===== src/rtl/pe_dot_accum_pkg.sv =====
// Shared configuration, width typedefs and the saturating-add helper for the
// PE dot-product accumulator.
package pe_dot_accum_pkg;

  typedef struct packed {
    int num_features;
    int num_filters;
    int dot_size;
    int feature_width;
    int filter_width;
    int dot_latency;
    int acc_width;
  } pe_dot_accum_cfg_t;

  localparam pe_dot_accum_cfg_t PE_DOT_ACCUM_CFG_DEFAULT = '{
    num_features:  2,
    num_filters:   2,
    dot_size:      4,
    feature_width: 8,
    filter_width:  8,
    dot_latency:   3,
    acc_width:     32
  };

  localparam int DEF_DOT_W = PE_DOT_ACCUM_CFG_DEFAULT.feature_width
                           + PE_DOT_ACCUM_CFG_DEFAULT.filter_width
                           + $clog2(PE_DOT_ACCUM_CFG_DEFAULT.dot_size);

  typedef logic signed [DEF_DOT_W-1:0]                          dot_sum_t;
  typedef logic signed [PE_DOT_ACCUM_CFG_DEFAULT.acc_width-1:0] acc_t;

  // Result of a saturating add: clamped value (low 'width' bits meaningful)
  // plus a flag telling whether clamping happened.
  typedef struct packed {
    logic        sat;
    logic [63:0] val;
  } sat_res_t;

  // Operands are sign-extended to 64 bits by the caller; width must be <= 62
  // so the raw sum cannot wrap before it is clamped.
  function automatic sat_res_t sat_add(input logic signed [63:0] a,
                                       input logic signed [63:0] b,
                                       input int unsigned        width);
    logic signed [63:0] sum;
    logic signed [63:0] hi;
    logic signed [63:0] lo;
    sat_res_t           r;
    sum   = a + b;
    hi    = (64'sd1 <<< (width - 1)) - 64'sd1;
    lo    = -hi - 64'sd1;
    r.sat = 1'b0;
    r.val = sum;
    if (sum > hi) begin
      r.val = hi;
      r.sat = 1'b1;
    end else if (sum < lo) begin
      r.val = lo;
      r.sat = 1'b1;
    end
    return r;
  endfunction

endpackage


===== src/rtl/pe_dot_accum_lane.sv =====
// One feature x filter lane: signed products registered in the first stage,
// summed at full precision, then delayed so the total depth is DOT_LATENCY.
module pe_dot_lane #(
  parameter int DOT_SIZE      = 4,
  parameter int FEATURE_WIDTH = 8,
  parameter int FILTER_WIDTH  = 8,
  parameter int DOT_LATENCY   = 3,
  parameter int DOT_W         = FEATURE_WIDTH + FILTER_WIDTH + $clog2(DOT_SIZE)
) (
  input  logic                                    clock,
  input  logic                                    en_i,
  input  logic [DOT_SIZE-1:0][FEATURE_WIDTH-1:0]  feature_i,
  input  logic [DOT_SIZE-1:0][FILTER_WIDTH-1:0]   filter_i,
  output logic [DOT_W-1:0]                        dot_o
);

  localparam int PROD_W = FEATURE_WIDTH + FILTER_WIDTH;

  logic [DOT_SIZE-1:0][PROD_W-1:0] prod;

  function automatic logic [DOT_W-1:0] tree_sum(input logic [DOT_SIZE-1:0][PROD_W-1:0] p);
    logic signed [DOT_W-1:0] acc;
    acc = '0;
    for (int i = 0; i < DOT_SIZE; i++) begin
      acc = acc + DOT_W'($signed(p[i]));
    end
    return acc;
  endfunction

  // Element-wise signed products, both operands sign-extended to product width.
  always_comb begin
    prod = '0;
    for (int i = 0; i < DOT_SIZE; i++) begin
      prod[i] = PROD_W'($signed(feature_i[i])) * PROD_W'($signed(filter_i[i]));
    end
  end

  if (DOT_LATENCY == 1) begin : g_lat1
    logic [DOT_W-1:0] dot_q;

    // Single stage: multiply and sum in one cycle.
    always_ff @(posedge clock) begin
      if (en_i) dot_q <= tree_sum(prod);
    end

    assign dot_o = dot_q;
  end else begin : g_latn
    logic [DOT_SIZE-1:0][PROD_W-1:0] prod_q;
    logic [DOT_W-1:0]                sum_q [DOT_LATENCY-1];

    // Product register, sum register, then plain delay stages; all freeze on stall.
    always_ff @(posedge clock) begin
      if (en_i) begin
        prod_q   <= prod;
        sum_q[0] <= tree_sum(prod_q);
        for (int k = 1; k < DOT_LATENCY - 1; k++) begin
          sum_q[k] <= sum_q[k-1];
        end
      end
    end

    assign dot_o = sum_q[DOT_LATENCY-2];
  end

endmodule


===== src/rtl/pe_dot_accum.sv =====
// PE dot-product engine: NUM_FEATURES x NUM_FILTERS pipelined dot products per
// beat, accumulated with saturation across first..last delimited vectors, with
// a valid/ready handshake on both sides and sticky per-lane overflow flags.
module pe_dot_accum
  import pe_dot_accum_pkg::*;
#(
  parameter int NUM_FEATURES  = PE_DOT_ACCUM_CFG_DEFAULT.num_features,
  parameter int NUM_FILTERS   = PE_DOT_ACCUM_CFG_DEFAULT.num_filters,
  parameter int DOT_SIZE      = PE_DOT_ACCUM_CFG_DEFAULT.dot_size,
  parameter int FEATURE_WIDTH = PE_DOT_ACCUM_CFG_DEFAULT.feature_width,
  parameter int FILTER_WIDTH  = PE_DOT_ACCUM_CFG_DEFAULT.filter_width,
  parameter int DOT_LATENCY   = PE_DOT_ACCUM_CFG_DEFAULT.dot_latency,
  parameter int ACC_WIDTH     = PE_DOT_ACCUM_CFG_DEFAULT.acc_width
) (
  input  logic                                                    clock,
  input  logic                                                    resetn,
  input  logic                                                    i_valid,
  output logic                                                    o_ready,
  input  logic                                                    i_first,
  input  logic                                                    i_last,
  input  logic [NUM_FEATURES-1:0][DOT_SIZE-1:0][FEATURE_WIDTH-1:0] i_feature,
  input  logic [NUM_FILTERS-1:0][DOT_SIZE-1:0][FILTER_WIDTH-1:0]   i_filter,
  output logic                                                    o_valid,
  input  logic                                                    i_ready,
  output logic [NUM_FEATURES-1:0][NUM_FILTERS-1:0][ACC_WIDTH-1:0]  o_result,
  output logic [NUM_FEATURES-1:0][NUM_FILTERS-1:0]                 o_overflow
);

  localparam int DOT_W = FEATURE_WIDTH + FILTER_WIDTH + $clog2(DOT_SIZE);
  localparam int L     = DOT_LATENCY;

  logic                                                    pipe_en;
  logic [L-1:0]                                            vld_q;
  logic [L-1:0]                                            first_q;
  logic [L-1:0]                                            last_q;
  logic [NUM_FEATURES-1:0][NUM_FILTERS-1:0][DOT_W-1:0]     dot;
  logic [NUM_FEATURES-1:0][NUM_FILTERS-1:0][ACC_WIDTH-1:0] acc_q, acc_d;
  logic [NUM_FEATURES-1:0][NUM_FILTERS-1:0][ACC_WIDTH-1:0] res_q, res_d;
  logic [NUM_FEATURES-1:0][NUM_FILTERS-1:0]                ovf_q, ovf_d;
  logic [NUM_FEATURES-1:0][NUM_FILTERS-1:0]                res_ovf_q, res_ovf_d;
  logic                                                    o_valid_q, o_valid_d;
  logic signed [63:0]                                      base;
  sat_res_t                                                sr;

  // A held, unaccepted result stalls every stage, including the dot pipeline.
  assign pipe_en = !(o_valid_q && !i_ready);
  assign o_ready = pipe_en;

  for (genvar f = 0; f < NUM_FEATURES; f++) begin : g_feat
    for (genvar g = 0; g < NUM_FILTERS; g++) begin : g_filt
      pe_dot_lane #(
        .DOT_SIZE      (DOT_SIZE),
        .FEATURE_WIDTH (FEATURE_WIDTH),
        .FILTER_WIDTH  (FILTER_WIDTH),
        .DOT_LATENCY   (DOT_LATENCY),
        .DOT_W         (DOT_W)
      ) u_lane (
        .clock     (clock),
        .en_i      (pipe_en),
        .feature_i (i_feature[f]),
        .filter_i  (i_filter[g]),
        .dot_o     (dot[f][g])
      );
    end
  end

  // Valid/first/last flags travel alongside the lane data.
  always_ff @(posedge clock) begin
    if (!resetn) begin
      vld_q   <= '0;
      first_q <= '0;
      last_q  <= '0;
    end else if (pipe_en) begin
      vld_q[0]   <= i_valid;
      first_q[0] <= i_first;
      last_q[0]  <= i_last;
      for (int k = 1; k < L; k++) begin
        vld_q[k]   <= vld_q[k-1];
        first_q[k] <= first_q[k-1];
        last_q[k]  <= last_q[k-1];
      end
    end
  end

  // Saturating accumulate, sticky overflow, and result hand-off.
  // A first beat also goes through the clamp so an accumulator narrower than
  // the dot width saturates instead of wrapping.
  always_comb begin
    acc_d     = acc_q;
    ovf_d     = ovf_q;
    res_d     = res_q;
    res_ovf_d = res_ovf_q;
    o_valid_d = o_valid_q;
    base      = '0;
    sr        = '0;
    if (pipe_en) begin
      // With pipe_en high a held result is being accepted this cycle.
      if (o_valid_q) begin
        o_valid_d = 1'b0;
        res_d     = '0;
        res_ovf_d = '0;
      end
      if (vld_q[L-1]) begin
        for (int f = 0; f < NUM_FEATURES; f++) begin
          for (int g = 0; g < NUM_FILTERS; g++) begin
            base        = first_q[L-1] ? 64'sd0 : 64'($signed(acc_q[f][g]));
            sr          = sat_add(base, 64'($signed(dot[f][g])), ACC_WIDTH);
            acc_d[f][g] = sr.val[ACC_WIDTH-1:0];
            ovf_d[f][g] = (first_q[L-1] ? 1'b0 : ovf_q[f][g]) | sr.sat;
          end
        end
        if (last_q[L-1]) begin
          res_d     = acc_d;
          res_ovf_d = ovf_d;
          o_valid_d = 1'b1;
        end
      end
    end
  end

  // Accumulator and output registers.
  always_ff @(posedge clock) begin
    if (!resetn) begin
      acc_q     <= '0;
      ovf_q     <= '0;
      res_q     <= '0;
      res_ovf_q <= '0;
      o_valid_q <= 1'b0;
    end else begin
      acc_q     <= acc_d;
      ovf_q     <= ovf_d;
      res_q     <= res_d;
      res_ovf_q <= res_ovf_d;
      o_valid_q <= o_valid_d;
    end
  end

  assign o_valid    = o_valid_q;
  assign o_result   = res_q;
  assign o_overflow = res_ovf_q;

endmodule

===== config.mk =====
export PLATFORM = sky130hd
export DESIGN_NAME = pe_dot_accum
export DESIGN_NICKNAME = d
export VERILOG_FILES = /design/src/rtl/pe_dot_accum_pkg.sv /design/src/rtl/pe_dot_accum_lane.sv /design/src/rtl/pe_dot_accum.sv
export SDC_FILE = /design/constraint.sdc
export NUM_CORES = 2
export LEC_CHECK = 0
export CAP_MARGIN = 20
export CORE_MARGIN = 3
export CORE_UTILIZATION = 55
export DETAILED_ROUTE_END_ITERATION = 7
export MAX_ROUTING_LAYER = met4
export PLACE_DENSITY = 0.75
export SYNTH_ARGS = -nofsm -noshare
export SYNTH_HDL_FRONTEND = slang
export SYNTH_SLANG_ARGS = --single-unit

===== constraint.sdc =====
create_clock -name clock -period 17.1 [get_ports clock]
set_input_delay 3.42 -clock clock [delete_from_list [all_inputs] [get_ports clock]]
set_output_delay 3.42 -clock clock [all_outputs]
set_load 0.005 [all_outputs]

==> flow_summary_export.csv <==
group,metric,value,unit
worst_setup_path,worstPathRequired,13680,ps
final_layout,leading_cell_type_in_the_layout_fill_and_taps_excluded,"inv_1",
timing,tightestPinTransition,1100,ps
worst_setup_path,worstSetupPathType,"in2out",
global_route,globalRouteOverflowTotal,0,
timing,max_clock_freq,0.109,GHz
cts,postCtsResizedCells,0,
routing,num_vias,51600,
synthesis,syn_nets,9131,
worst_setup_path,setup.worst_path.end_class,"output port",
synthesis,yosysWarningCount,0,
floorplan,initial_core_util,55.9,%
power_and_ir_drop,worst_ir_drop_vdd,281,uV
floorplan,die_x,370,um
timing,timing.final.setup_violations,0,
cts,cts.sinks,674,
power_and_ir_drop,p_per_area,208,mW/mm^2
synthesis,yosys_most_used_dff,"edfxtp_1",
cts,clock_pin_slew_worst_setup_and_hold_paths,60,ps
worst_setup_path,worst-path-max-fanout,146,
routing,post-route-drc-count,0,
cts,root_buffer_cell,"clkbuf_16",
power_and_ir_drop,finalPower,0.0166,W
timing,count_of_pins_over_their_slew_limit,0,
final_layout,post_route_cells_drive_above_1_share,2.94,%
timing,post-route-min-period,9150,ps
synthesis,asyncSetResetFlopFracSynth,0,%
cts,worst_skew_pair_later_pin_latency,660,ps
floorplan,design.portCount,268,
worst_setup_path,timing.critical_path.from_type,"primary input",
global_route,via_count_of_the_first_global_routing_pass,53300,
floorplan,die_height,370,um
routing,routed_length_per_placed_instance,19.5,um
synthesis,synth_seq_area_share,24.0,%
cts,post_cts.repair.setup_buffers,0,
placed_design,placement.io_buffers,267,
min_path,hold_crit_depth,0,
synthesis,synth.cell_area,0.0729,sq mm
final_layout,num-nets-final,9239,
timing,timing.slew.headroom,26.4,%
routing,route.detailed.vias_per_inst,5.58,
worst_setup_path,critPathArrivalTime,5730,ps
timing,post-route-period-util,53.5,%
timing,fin_tns_setup,0,ps
final_layout,area_delta_synth_final,9.30,%
synthesis,number_of_enable_flip_flop_cells_after_synthesis,400,
power_and_ir_drop,p_leak,36.7,nW
min_path,holdCritPathClass,"reg2reg",
cts,cts_hold_buffers,0,
synthesis,synth_area_per_cell,9.96,sq um
global_route,grt_pass1_wl,292,mm
status,status,"completed",
placed_design,place.gp.congestion,0.938,
global_route,gr-usage-all-layers,27.8,%
synthesis,synth.lib_cells_used.distinct,82,
routing,drt-initial-drc-count,3906,
cts,cts_htree_levels,3,
routing,totalWireLength,180,mm
global_route,grt_max_degree,147,
timing,grt_setup_unrepaired,"no",
placed_design,place.detailed.hpwl,142,mm
cts,clock_tree.buffer_depth,3,
cts,cts_buffers,77,
synthesis,yosys_register_bits,674,
floorplan,core-area,0.130,sq mm
routing,drt-pass1-iter-count,6,
worst_setup_path,r2r.worst_path.cells,18,
timing,timing_hold_violations_final,0,
cts,cts_tree,"built",
routing,antenna_left,0,
job,max-cap-violations,0,
global_route,grt_antenna_before_repair,12,
timing,worst_clock_skew,27.7,ps
synthesis,syn-instance-count,7317,
final_layout,layout.cells.most_common_list,"inv_1, fa_1, ha_1",
floorplan,dieArea,0.137,sq mm
floorplan,row_count,132,
state kept, by name, indices dropped and copies added (netlist names):
signal	count
acc_q	128
first_q	3
g_feat.g_filt.u_lane.g_latn.prod_q	256
g_feat.g_filt.u_lane.g_latn.sum_q	144
last_q	3
o_overflow	4
o_result	128
o_valid	1
ovf_q	4
vld_q	3
cells in the mapped netlist, types with 9 or more instances:
cell,number,area [sq um]
a211o_1,9,78.8
a211oi_1,22,165
a21boi_0,72,541
a21o_1,106,796
a21oi_1,339,1700
a221o_1,85,851
a31oi_1,22,138
and2_1,622,3890
and3_1,30,188
buf_2,19,95.1
clkbuf_1,231,867
dfxtp_1,274,5490
edfxtp_1,400,12000
fa_1,1020,20400
ha_1,660,8260
inv_1,1069,4010
nand2_1,645,2420
nand2b_1,163,1020
nand3_1,61,305
nand4_1,17,106
nor2_1,285,1070
nor2b_1,164,1030
nor3_1,54,270
o211ai_1,13,97.6
o21a_1,30,225
o21ai_0,280,1400
o21ai_1,12,60.1
o21bai_1,26,195
o221a_2,22,248
o31ai_1,11,82.6
o41a_1,14,158
or3_1,12,75.1
xnor2_1,341,2990
xor2_1,52,455
routing by layer:
| metal | vias to the layer above | wire length, um | GRT usage [%] |
|---|---|---|---|
| li1 | 24000 | - | - |
| met2 | 1605 | 86500 | 44.7 |
| met3 | 278 | 10800 | 3.33 |
| met1 | 25700 | 75600 | 36.4 |
| met5 | - | 0 | - |
| met4 | 0 | 7570 | 10.4 |
cells by family after synthesis:
| kind of cell | Yosys count | synth area share [%] |
|---|---|---|
| multiplexers | 3 | 0.0412 |
| buffers and inverters | 1337 | 7.03 |
| AO/OA/AOI/OAI | 1139 | 10.2 |
| flip-flops | 674 | 24.0 |
| AND/OR/NAND/NOR | 2091 | 14.6 |
| XOR/XNOR | 393 | 4.72 |
| adder cells (fa/ha/maj) | 1680 | 39.3 |
layout make-up:
class | instances | area, sq um
diodes | 12 | 30.0
clock buffers | 85 | 2010
clock inverters | 57 | 654
fillers | 10600 | 50800
inverters | 1069 | 4020
multi-input cells | 5306 | 50300
flip-flops and latches | 674 | 17500
well taps | 1742 | 2180
repair buffers | 297 | 2990
final timing paths:
path                                                                startpoint  slack [ps]                                        endpoint
worst min-delay path            g_feat[0].g_filt[1].u_lane.g_latn.sum_q[0][17]         410  g_feat[0].g_filt[1].u_lane.g_latn.sum_q[0][35]
worst max-delay path                                                   i_ready        7950                                         o_ready
worst min register to register  g_feat[0].g_filt[1].u_lane.g_latn.sum_q[0][17]         410  g_feat[0].g_filt[1].u_lane.g_latn.sum_q[0][35]
worst max register to register                                      first_q[2]       10660                                      acc_q[104]
metrics by stage:
stage	utilization [%]	setup slack (ps)	instance area [sq um]	instances	hold slack [ps]
floorplan	-	4770	72900	7317	400
global placement	58.9	7970	76800	9082	401
detailed placement	58.9	7940	76900	9083	405
CTS	61.0	7870	79500	9225	396
global route	61.1	7690	79700	9240	411
finish	61.1	7950	79700	9242	406
worst max-delay path, stage by stage:
cell	delay [ps]
clkdlybuf4s50_1	450
nor2b_1	740
inv_8	470
clkdlybuf4s50_1	620
report_power, final:
part / switching, W / leakage, nW / internal (W)
sequential: 0.000412 / 6.48 / 0.00290
clock: 0.000738 / 1.27 / 0.00100
combinational: 0.00685 / 28.9 / 0.00470
No activity file was read; power rests on OpenSTA's default activity.
